## src/rtl/pipeline_ctrl.sv

```systemverilog
// Central pipeline controller: merges stage stall requests, sequences exception flushes
// toward the exception vector, and raises a sticky watchdog flag on prolonged stalls.
module pipeline_ctrl #(
   parameter logic [31:0] EXC_VECTOR   = 32'hBFC0_0380,
   parameter int unsigned FLUSH_CYCLES = 1,
   parameter int unsigned WDOG_LIMIT   = 255
) (
   input  logic        clk,
   input  logic        rst,
   input  logic        stallreq_id,
   input  logic        stallreq_ex,
   input  logic        stallreq_mem,
   input  logic        excp_req,
   input  logic [31:0] excp_epc,
   input  logic [4:0]  excp_code,
   output logic [5:0]  stall,
   output logic        flush,
   output logic [31:0] new_pc,
   output logic        excp_valid,
   output logic [31:0] epc_o,
   output logic [4:0]  cause_o,
   output logic        wdog_timeout
);

   localparam logic        RST_ENABLE = 1'b1;
   localparam int unsigned FCW = (FLUSH_CYCLES > 1) ? $clog2(FLUSH_CYCLES) : 1;
   localparam int unsigned WCW = $clog2(WDOG_LIMIT + 1);

   typedef enum logic {S_RUN, S_FLUSH} state_t;

   state_t         state_q, state_d;
   logic [FCW-1:0] fcnt;
   logic [WCW-1:0] wcnt;
   logic           accept;
   logic           flush_done;

   always_comb begin
      stall = '0;
      if (rst != RST_ENABLE && state_q == S_RUN) begin
         if (stallreq_mem)
            stall = 6'b011111;
         else if (stallreq_ex)
            stall = 6'b001111;
         else if (stallreq_id)
            stall = 6'b000111;
      end
   end

   always_comb begin
      state_d    = state_q;
      accept     = 1'b0;
      flush_done = 1'b0;
      case (state_q)
         S_RUN: begin
            if (excp_req) begin
               state_d = S_FLUSH;
               accept  = 1'b1;
            end
         end
         S_FLUSH: begin
            if (fcnt == '0) begin
               state_d    = S_RUN;
               flush_done = 1'b1;
            end
         end
         default: state_d = S_RUN;
      endcase
   end

   always_ff @(posedge clk) begin
      if (rst == RST_ENABLE)
         state_q <= S_RUN;
      else
         state_q <= state_d;
   end

   always_ff @(posedge clk) begin
      if (rst == RST_ENABLE) begin
         flush        <= 1'b0;
         new_pc       <= '0;
         excp_valid   <= 1'b0;
         epc_o        <= '0;
         cause_o      <= '0;
         wdog_timeout <= 1'b0;
         fcnt         <= '0;
         wcnt         <= '0;
      end else begin
         // excp_valid is a single-cycle pulse: only the accepting edge raises it
         excp_valid <= 1'b0;
         if (accept) begin
            flush      <= 1'b1;
            new_pc     <= EXC_VECTOR;
            epc_o      <= excp_epc;
            cause_o    <= excp_code;
            excp_valid <= 1'b1;
            fcnt       <= FCW'(FLUSH_CYCLES - 1);
         end else if (state_q == S_FLUSH) begin
            if (flush_done) begin
               flush  <= 1'b0;
               new_pc <= '0;
            end else begin
               fcnt <= fcnt - FCW'(1);
            end
         end

         // stall[0] is forced low in S_FLUSH, so the else branch also clears there
         if (state_q == S_RUN && stall[0]) begin
            if (wcnt != WCW'(WDOG_LIMIT))
               wcnt <= wcnt + WCW'(1);
            if (wcnt == WCW'(WDOG_LIMIT - 1))
               wdog_timeout <= 1'b1;
         end else begin
            wcnt <= '0;
         end
      end
   end

endmodule
```

## config.mk

```make
export PLATFORM = sky130hd
export DESIGN_NAME = pipeline_ctrl
export DESIGN_NICKNAME = d
export VERILOG_FILES = /design/src/rtl/pipeline_ctrl.sv
export SDC_FILE = /design/constraint.sdc
export NUM_CORES = 1
export LEC_CHECK = 0
export CORE_MARGIN = 1
export CORE_UTILIZATION = 40
export CTS_CLUSTER_DIAMETER = 200
export CTS_CLUSTER_SIZE = 8
export DETAILED_ROUTE_END_ITERATION = 7
export PLACE_DENSITY_LB_ADDON = 0.25
export SLEW_MARGIN = 10
export SYNTH_ARGS = -nofsm -noshare
export SYNTH_HDL_FRONTEND = slang
export SYNTH_SLANG_ARGS = --single-unit
```

## constraint.sdc

```tcl
create_clock -name clk -period 6.4 [get_ports clk]
set_clock_uncertainty 0.15 [all_clocks]
set_input_delay 1.92 -clock clk [delete_from_list [all_inputs] [get_ports clk]]
set_output_delay 1.92 -clock clk [all_outputs]
set_load 0.02 [all_outputs]
```

# Yosys cells after proc, flatten, opt, wreduce, memory -nomap -nowiden
# Cells that the tools add are included.
[op_classes]
n_addsub = 2
bitwise_logic = 4
reduce_logical = 9
n_mux = 17
eq_ne = 2
[ops]
columns = ["op", "n"]
rows = [
  ["$mux 32", 3],
  ["$mux 6", 2],
  ["$mux 1", 9],
  ["$add 8x1->8 const B", 1],
  ["$eq 8x8->1 const B", 1],
  ["$ne 8x8->1 const B", 1],
  ["$reduce_and 2->1", 3],
  ["$mux 4", 1],
  ["$not 1->1", 4],
  ["$reduce_bool 2->1", 2],
  ["$reduce_or 2->1", 2],
  ["$mux 3", 1],
  ["$logic_and 1x1->1", 2],
  ["$pmux 1 s2", 1],
  ["$sub 1x1->1 const B", 1],
]
[totals]
out_inout_bits = 78
register_bits = 62
wordCells = 43
in_bits = 43

# Logic depth before layout (Yosys ltp)
[logic_depth]
depth_word = 7
mapped_depth = 5
mapped_depth_nobuf = 5

# Worst setup path after synthesis
# Ideal clock, no wire load.
[synth_path]
kind = "input-to-output"
from = "in stallreq_mem"
to = "out stall[1]"
n_path_buf = 1
slack_ns = 1.481
arrival_time_ns = 2.849
stages = 4
required_time_ns = 4.330
path_cell_list = "or3_1 > nand2_1 > inv_1 > buf_4"
[synth_via]
elab_chain_len = 2
[synth_lines]
columns = ["element", "line", "text"]
rows = [
  ["start: declaration", "12", "input logic stallreq_mem,"],
  ["$mux 6", "40", "if (stallreq_mem)"],
  ["$mux 6", "39", "if (rst != RST_ENABLE && state_q == S_RUN) begin"],
  ["end: declaration", "16", "output logic [5:0] stall,"],
]
# Every way passes these cells.

# Final worst setup path
[layout_path]
from = "in stallreq_mem"
to = "out stall[2]"
# Same word-level chain as after synthesis.

==> metrics.txt <==
fin util=0.617; Top cell by count, worst path=clkdlybuf4s50_1; Hold Violations, Final=0; kind of end point of the critical path=output pin; status=completed; WS Path Type=in2out; Net Sw Frac=0.257; total number of H-tree levels=2; Worst-path clk slew=80 ps; Nets=313; Worst Path Arrival=3670 ps; Vias/cell=4.67; drt pass-1 iters=4; global route overflow=0; hold wc startpoint=epc_o[5]; Final ANT Viol Nets=0; maximum clock path buffer count=2; TritonCTS buffer count=5; Fillers=404; Cells after Synth=184; vias in the first global route=1,323; share of cells above drive strength 1=0.0483; slowest CP cell=clkdlybuf4s50_1; Max stage delay on crit path=550 ps; Min-Delay Endpoint=epc_o[5]; clock power share=0.307; post-route cell area=2910 sq um; top cell family by delay on the critical path=buffers and inverters; Remaining DRCs=0; internal power=517 uW; RD Place Congestion=0.785; fmax=174 MHz; Worst Reg-to-Reg Cells=4; worst path cell trace=clkdlybuf4s50_1, or3_1, nand2_1, inv_1, clkdlybuf4s50_1; placed cell count=328; WP data required=4330 ps; post-CTS sizing=0; TritonCTS clock tree=done; row count=25; R2R Setup Slk=4820 ps; drt wl/cell=12.6 um; floorplan core area=4720 sq um; Max Cap Viol=0; Worst Hold Class=reg2reg; clock root buffer=clkbuf_8; CTS sink cnt=50; Syn Std Cell Area=1970 sq um; Reg power frac=0.487; worst skew pair latency=290 ps; Static Leakage=0.00114 uW; Ys Warns=0; unrepaired setup endpoints after global routing=false; area grow syn2layout=47.6%; Final HPWL DP=3000 um; Final Critical Period=5740 ps; crit start category=primary input; Peak supply drop=101 uV; hold_buf cts=0; Final Cycle Share=0.898; multi-input logic area=696 sq um; starting density of the core=0.418; final cell count without fillers=336; switching pwr=179 uW; critical path fanouts, max=9; Comb pwr share=0.206; Register Area=1000 sq um; Ports=121; Yosys reg bits=50; setup TNS=0 ps; Total Wirelength=4220 um; Finish-stage setup viols=0; die area=5220 sq um; vias=1,568; GRT Util Overall=0.159; depth of the worst hold-timing path=1; largest net degree at the start of global routing=39; DRT iter0 DRCs=58; average size of a mapped cell=10.7 sq um; first-pass GRT wire length=6350 um; smallest hold slack=331 ps; Unique masters post-synth=30; initial antenna violation count=0; die height=72.3 um; number of max-slew violations in the final report=0; WP buf/inv=3; RR Endpoint=wcnt[1]; Antenna diodes=0; Setup Fix Bufs, Post-CTS=0; Die X=72.3 um; # port buffers=99; sequential element share of the synthesized area=0.507; PD cells=239 nW/um^2; Placed Instance Area=2810 sq um; r2r startpoint=wcnt[1]
==> per-stage QoR <==
stage	power, uW	setup WS, ps
after detailed placement	490	657
after global routing	726	525
after global placement	489	668
final	696	655
after CTS	705	648
after floorplan	433	1480
==> Yosys cell counts (all sizes together) <==
library cell | number | share of area
nor3b | 1 | 0.0038
a22o | 37 | 0.16
nor2 | 2 | 0.0051
a21oi | 7 | 0.020
a211oi | 1 | 0.0038
buf | 44 | 0.17
inv | 5 | 0.0095
a41oi | 1 | 0.0044
nor4 | 1 | 0.0032
or3 | 2 | 0.0063
and3 | 2 | 0.0063
nand2 | 5 | 0.0095
conb | 1 | 0.0019
nand4 | 2 | 0.0063
nor4b | 2 | 0.0089
and2 | 2 | 0.0063
xnor2 | 2 | 0.0089
o21ai | 4 | 0.010
a31oi | 3 | 0.0095
nand3 | 3 | 0.0076
nor3 | 3 | 0.0076
and4 | 1 | 0.0044
o21a | 1 | 0.0038
dfxtp | 50 | 0.51
ha | 2 | 0.013
==> cells by family after synthesis <==
| family | share of synthesized area |
|---|---|
| flops | 0.507 |
| fa+ha+maj | 0.0127 |
| compound gates | 0.215 |
| other cells | 0.00190 |
| simple gates | 0.0754 |
| buf+inv | 0.179 |
| xor+xnor | 0.00887 |
==> layout by cell type, fill, tap and decap left out, drive strengths merged, types with 3 or more instances in the layout <==
cell            n
nand2           5
a22o           37
a21oi           7
nand3           3
conb           21
nor3            3
clkdlybuf4s50  99
clkbuf          5
dfxtp          50
a31oi           3
o21ai           4
inv             5
==> layout make-up <==
cell class,count,share of cell area
Multi-Input combinational cell,105,0.239
Clock inverter,3,0.0137
Clock buffer,5,0.0236
Timing Repair Buffer,101,0.345
Tap cell,67,0.0288
Sequential cell,50,0.343
Inverter,5,0.00644
==> sequential cells by signal, indices dropped and copies added, names as in the netlist <==
| signal | count |
|---|---|
| cause_o | 5 |
| epc_o | 32 |
| wdog_timeout | 1 |
| excp_valid | 1 |
| new_pc | 1 |
| wcnt | 8 |
| fcnt | 1 |
| state_q | 1 |
==> worst max-delay path by stage <==
stage	slack [ps]	end	cells after the start	from
finish	660	stall[2]	5	stallreq_mem
global route	530	stall[0]	5	rst
CTS	650	stall[2]	5	stallreq_mem
detailed placement	660	stall[2]	5	stallreq_mem
global placement	670	stall[0]	5	stallreq_mem
floorplan	1480	stall[1]	4	stallreq_mem
==> per-layer routing <==
metal | vias up | GRT usage | routed length, um
met5 | - | 0 | 0
met4 | 0 | 0.0523 | 45
met3 | 6 | 0.0500 | 317
met2 | 62 | 0.260 | 1960
met1 | 724 | 0.201 | 1900
li1 | 776 | - | -
==> worst register-to-register path, stage by stage, from the launching register on <==
cell	delay, ps
dfxtp_1	400
ha_1	260
and3_1	310
nand2_1	130
a211oi_1	240
==> power by group through the flow <==
stage,combinational (uW),clock [uW],sequential (uW)
after floorplan,68.8,0,364
after global placement,143,0,345
after detailed placement,144,0,346
after CTS,144,222,339
after global routing,152,233,341
final,144,214,339
Power figures use the tool's default switching activity.
